`config.mk`:
```
export PLATFORM = sky130hd
export DESIGN_NAME = alu_sequencer
export DESIGN_NICKNAME = d
export VERILOG_FILES = /design/src/rtl/alu_sequencer.sv
export SDC_FILE = /design/constraint.sdc
export NUM_CORES = 1
export LEC_CHECK = 0
export CORE_MARGIN = 2
export CORE_UTILIZATION = 50
export CTS_CLUSTER_DIAMETER = 30
export DETAILED_ROUTE_END_ITERATION = 8
export GPL_ROUTABILITY_DRIVEN = 0
export PLACE_DENSITY_LB_ADDON = 0.15
export SYNTH_ARGS = -nofsm -noshare
export SYNTH_HDL_FRONTEND = slang
export SYNTH_SLANG_ARGS = --single-unit
```
`constraint.sdc`:
```
create_clock -name clk -period 4.75 [get_ports clk]
set_clock_uncertainty 0.05 [all_clocks]
set_input_delay 0.95 -clock clk [delete_from_list [all_inputs] [get_ports clk]]
set_output_delay 0.95 -clock clk [all_outputs]
set_load 0.05 [all_outputs]
```
`src/rtl/alu_sequencer.sv`:
```
// Issue/writeback sequencer for the 8-bit ALU: 8x8 register file, valid/ready
// instruction intake, operand issue, bounded wait for alu_done and writeback.
module alu_sequencer #(
  parameter int TIMEOUT = 16
) (
  input  logic       clk,
  input  logic       reset,
  input  logic       instr_valid,
  output logic       instr_ready,
  input  logic [5:0] instr_op,
  input  logic [2:0] instr_rd,
  input  logic [2:0] instr_rs1,
  input  logic [2:0] instr_rs2,
  input  logic       ld_en,
  input  logic [2:0] ld_addr,
  input  logic [7:0] ld_data,
  input  logic [2:0] rd_addr,
  output logic [7:0] rd_data,
  output logic [7:0] alu_a,
  output logic [7:0] alu_b,
  output logic [5:0] alu_op,
  output logic       alu_start,
  input  logic [7:0] alu_result,
  input  logic       alu_done,
  output logic       wb_valid,
  output logic [2:0] wb_addr,
  output logic [7:0] wb_data,
  output logic       illegal_op,
  output logic       timeout_err,
  input  logic       err_clr
);

  localparam int DATA_W = 8;
  localparam int OP_W   = 6;
  localparam int CNT_W  = (TIMEOUT > 2) ? $clog2(TIMEOUT) : 1;
  localparam logic [CNT_W-1:0] CNT_LAST = CNT_W'(TIMEOUT - 1);

  typedef enum logic [1:0] {
    IDLE  = 2'd0,
    ISSUE = 2'd1,
    WAIT  = 2'd2,
    WRITE = 2'd3
  } state_t;

  state_t            state;
  logic [DATA_W-1:0] regs [0:7];
  logic [CNT_W-1:0]  wait_cnt;
  logic              accept;
  logic              op_ok;
  logic              timeout_hit;

  function automatic logic is_legal_op(input logic [OP_W-1:0] op);
    return op <= OP_W'(8);
  endfunction

  assign instr_ready = (state == IDLE) && !reset;
  assign alu_start   = (state == ISSUE);
  assign wb_valid    = (state == WRITE);
  assign rd_data     = regs[rd_addr];

  assign accept      = instr_valid && instr_ready;
  assign op_ok       = is_legal_op(instr_op);
  assign timeout_hit = (state == WAIT) && !alu_done && (wait_cnt == CNT_LAST);

  always_ff @(posedge clk) begin
    if (reset) begin
      state       <= IDLE;
      wait_cnt    <= '0;
      alu_a       <= '0;
      alu_b       <= '0;
      alu_op      <= '0;
      wb_addr     <= '0;
      wb_data     <= '0;
      illegal_op  <= 1'b0;
      timeout_err <= 1'b0;
      for (int i = 0; i < 8; i++) begin
        regs[i] <= '0;
      end
    end else begin
      // Load first so a same-cycle writeback to the same address overrides it.
      if (ld_en) begin
        regs[ld_addr] <= ld_data;
      end

      case (state)
        IDLE: begin
          if (accept && op_ok) begin
            alu_a   <= regs[instr_rs1];
            alu_b   <= regs[instr_rs2];
            alu_op  <= instr_op;
            wb_addr <= instr_rd;
            state   <= ISSUE;
          end
        end
        ISSUE: begin
          wait_cnt <= '0;
          state    <= WAIT;
        end
        WAIT: begin
          if (alu_done) begin
            wb_data <= alu_result;
            state   <= WRITE;
          end else if (wait_cnt == CNT_LAST) begin
            state <= IDLE;
          end else begin
            wait_cnt <= wait_cnt + CNT_W'(1);
          end
        end
        WRITE: begin
          regs[wb_addr] <= wb_data;
          state         <= IDLE;
        end
        default: state <= IDLE;
      endcase

      // Sticky flags: a new set event takes priority over err_clr.
      if (accept && !op_ok) begin
        illegal_op <= 1'b1;
      end else if (err_clr) begin
        illegal_op <= 1'b0;
      end

      if (timeout_hit) begin
        timeout_err <= 1'b1;
      end else if (err_clr) begin
        timeout_err <= 1'b0;
      end
    end
  end

endmodule

```
==> out/qor.yml <==
cells_and_area:
  layout-drive-gt1-share_pct: 20.7
  layout.cells.non_filler: 650
  fin_area_um2: 7110
  diodes: 0
  regArea_um2: 2740
  multi_input_area_um2: 2990
  nets: 551
  area_growth_pct: 19.5
  n_fill_cell: 895
drt:
  via_per_inst: 6.46
  vias: 4200
  drc: 8
  routedWlPerCell_um: 21.3
  wl_um: 13900
  drtIter0Drc: 294
  ant_nets: 0
  first_pass_iters: 6
synth:
  ys_ff_latch: 105
  synth_cell_types: 48
  ys_seq_area_share_pct: 46.1
  syn_avg_cell_area_um2: 13.3
  ys_async_sr_fraction_pct: 0
  yosysTopAreaCellShare_pct: 32.3
  synth_ff_type: "edfxtp_1"
  synth_area_leader_cell: "edfxtp_1"
  yosysWarnings: 0
  yosys-top-cells-area: "edfxtp_1 32%, mux4_2 18%, dfxtp_1 14%"
  syn_area_um2: 5950
  synth_cells: 446
  synthesis.nets: 495
  synth_edf_count: 64
floorplan:
  start_util_pct: 51.7
  dieHeight_um: 113
  rows: 39
  io-pin-count: 89
  die_area_um2: 12800
  die_w_um: 113
  coreArea_um2: 11500
clock_network:
  clockRootBuffer: "clkbuf_16"
  cts_tree: "yes"
  clk_latency_ns: 0.36
  cts.sinks: 105
  clkTransAtPathRegs_ns: 0.07
  numCtsBuffers: 9
  cts_hold_buffers: 0
  ctsResizeCount: 0
  postCtsSetupBuffers: 0
  htree_levels: 3
  clockBufferDepth: 2
sta:
  post-route-min-period_ns: 3.81
  rsz0062_at_grt: "false"
  hold_viol_final: 0
  max_freq_ghz: 0.263
  min_period_over_period_pct: 80.1
  setup_viol: 0
  tightest_slew_ns: 1.08
  maxSlewHeadroom_pct: 27.6
  slew_violations: 0
  setup_tns_ns: 0
pwr:
  combPwrFrac_pct: 21.3
  p_int_mw: 1.65
  power.share.sequential_pct: 46.1
  p_sw_share_pct: 29.3
  ir_worst_vdd_mv: 0.234
  leakage_nw: 2.35
  power_switching_mw: 0.686
  pwr-share-clk_pct: 32.6
  powerDensity_nw_per_um2: 329
critical_path:
  crit_fanout: 16
  worst_r2r_path_depth: 4
  critical_path_buf_inv_count: 2
  slowest_stage: "clkdlybuf4s50_1"
  critical_path.top_delay_family: "buffers and inverters"
  crit_chain: "clkdlybuf4s50_1 > mux4_2 > mux2_2 > buf_4"
  critPathLaunchType: "input pin"
  path_class: "input pin to output port"
  cp.required_ns: 3.75
  cpPeakStageDelay_ns: 0.96
  worst_setup_path_end_kind: "output port"
  path_depth: 4
  worstPathArrival_ns: 2.81
worst_hold_path:
  worst_hold_path_type: "flip-flop to flip-flop"
  holdPathStages: 2
status:
  violations: "DRC"
  status: "complete, but fails checks"
placement:
  detailed_place_hpwl_um: 10400
  io_buffer_count: 88
  placed_area_um2: 6810
  placed_cells: 634
grt:
  antenna_found_initial: 0
  grt_pass1_vias: 4179
  grt_pass1_wl_um: 22500
  grt-ovfl-total: 0
  grt_max_degree: 57
  grt.total_usage_pct: 22.7
job:
  drv_cap: 0
## routing by layer
layer	routed length, um	share of wire, %	up-vias	global-route usage [%]
met2	6670	48	170	36.7
met3	945	6.8	17	4.93
met4	178	1.3	0	6.34
met5	0	0	-	0
li1	-	-	1917	-
met1	6060	44	2096	31.3
## cells in the final DEF (no fill, tap or decap), types with 8 or more instances in the layout
| cell type | count |
|---|---|
| nand3_1 | 9 |
| a21oi_1 | 12 |
| mux4_2 | 48 |
| clkdlybuf4s50_1 | 79 |
| nand2_1 | 13 |
| buf_4 | 11 |
| edfxtp_1 | 64 |
| mux2i_1 | 24 |
| nor2_1 | 29 |
| dfxtp_1 | 41 |
| a211oi_1 | 15 |
| clkbuf_16 | 9 |
| mux2_2 | 8 |
| a22o_1 | 64 |
## worst min-delay path: stages (launching register included)
cell and delay [ns]:
dfxtp_1 0.31, nand2_1 0.05, a21oi_1 0.05
## logic make-up after synthesis
family | Yosys count | synth area share (%)
adder cells (fa/ha/maj) | 6 | 1.26
AND/OR/NAND/NOR | 89 | 9.40
multiplexers | 80 | 23.7
buffers and inverters | 50 | 3.62
AO/OA/AOI/OAI | 114 | 15.6
XOR/XNOR | 2 | 0.294
flip-flops | 105 | 46.1
## flip-flops by register name, summed over array words and instances (netlist names)
name / flops
alu_a: 8
alu_b: 8
alu_op: 6
illegal_op: 1
regs: 64
state: 2
timeout_err: 1
wait_cnt: 4
wb_addr: 3
wb_data: 8
## through the flow
stage	util [%]	power (mW)	setup WS, ns	hold slack (ns)
floorplan	-	1.44	1.37	0.446
global placement	59.1	1.58	0.975	0.402
detailed placement	59.1	1.59	0.950	0.404
CTS	61.8	2.34	0.949	0.415
global route	61.8	2.42	0.861	0.437
finish	61.8	2.34	0.944	0.411
## layout make-up
type	count	area share, %
clock buffer	9	3.17
clock inverter	7	1.11
inverter	4	0.211
multi-input combinational	291	42.1
sequential	105	38.6
tap	143	2.52
timing repair buffer	91	12.4
## path summary, 6_finish.rpt
kind	from	end	slack, ns
max	rd_addr[1]	rd_data[2]	0.94
min	timeout_err$_SDFFE_PP0P_	timeout_err$_SDFFE_PP0P_	0.41
max reg2reg	state[1]$_SDFFE_PP0P_	regs[0][7]$_DFFE_PP_	2.33
min reg2reg	timeout_err$_SDFFE_PP0P_	timeout_err$_SDFFE_PP0P_	0.41
## cells in the mapped netlist, types with 3 or more instances
| master | n |
|---|---|
| ha_1 | 6 |
| nor2b_1 | 4 |
| clkbuf_1 | 18 |
| nand2b_1 | 6 |
| a311o_1 | 4 |
| nor2_1 | 29 |
| buf_1 | 14 |
| a211oi_1 | 15 |
| mux4_2 | 48 |
| mux2i_1 | 24 |
| edfxtp_1 | 64 |
| nor4_4 | 3 |
| a21oi_1 | 12 |
| o21ai_0 | 3 |
| nor2_2 | 3 |
| inv_1 | 4 |
| nor3_2 | 6 |
| a22o_1 | 64 |
| buf_2 | 9 |
| buf_4 | 4 |
| a211o_1 | 3 |
| dfxtp_1 | 41 |
| mux2_2 | 8 |
| nor2_4 | 3 |
| nand3_1 | 9 |
| nand2_1 | 13 |
## power by group through the flow
stage               registers (mW)  clock network [mW]  logic, mW
floorplan                     1.11                   0      0.337
global placement              1.09                   0      0.490
detailed placement            1.10                   0      0.498
CTS                           1.08               0.769      0.499
global route                  1.09               0.796      0.534
finish                        1.08               0.763      0.498
(Power assumes the default switching activity.)
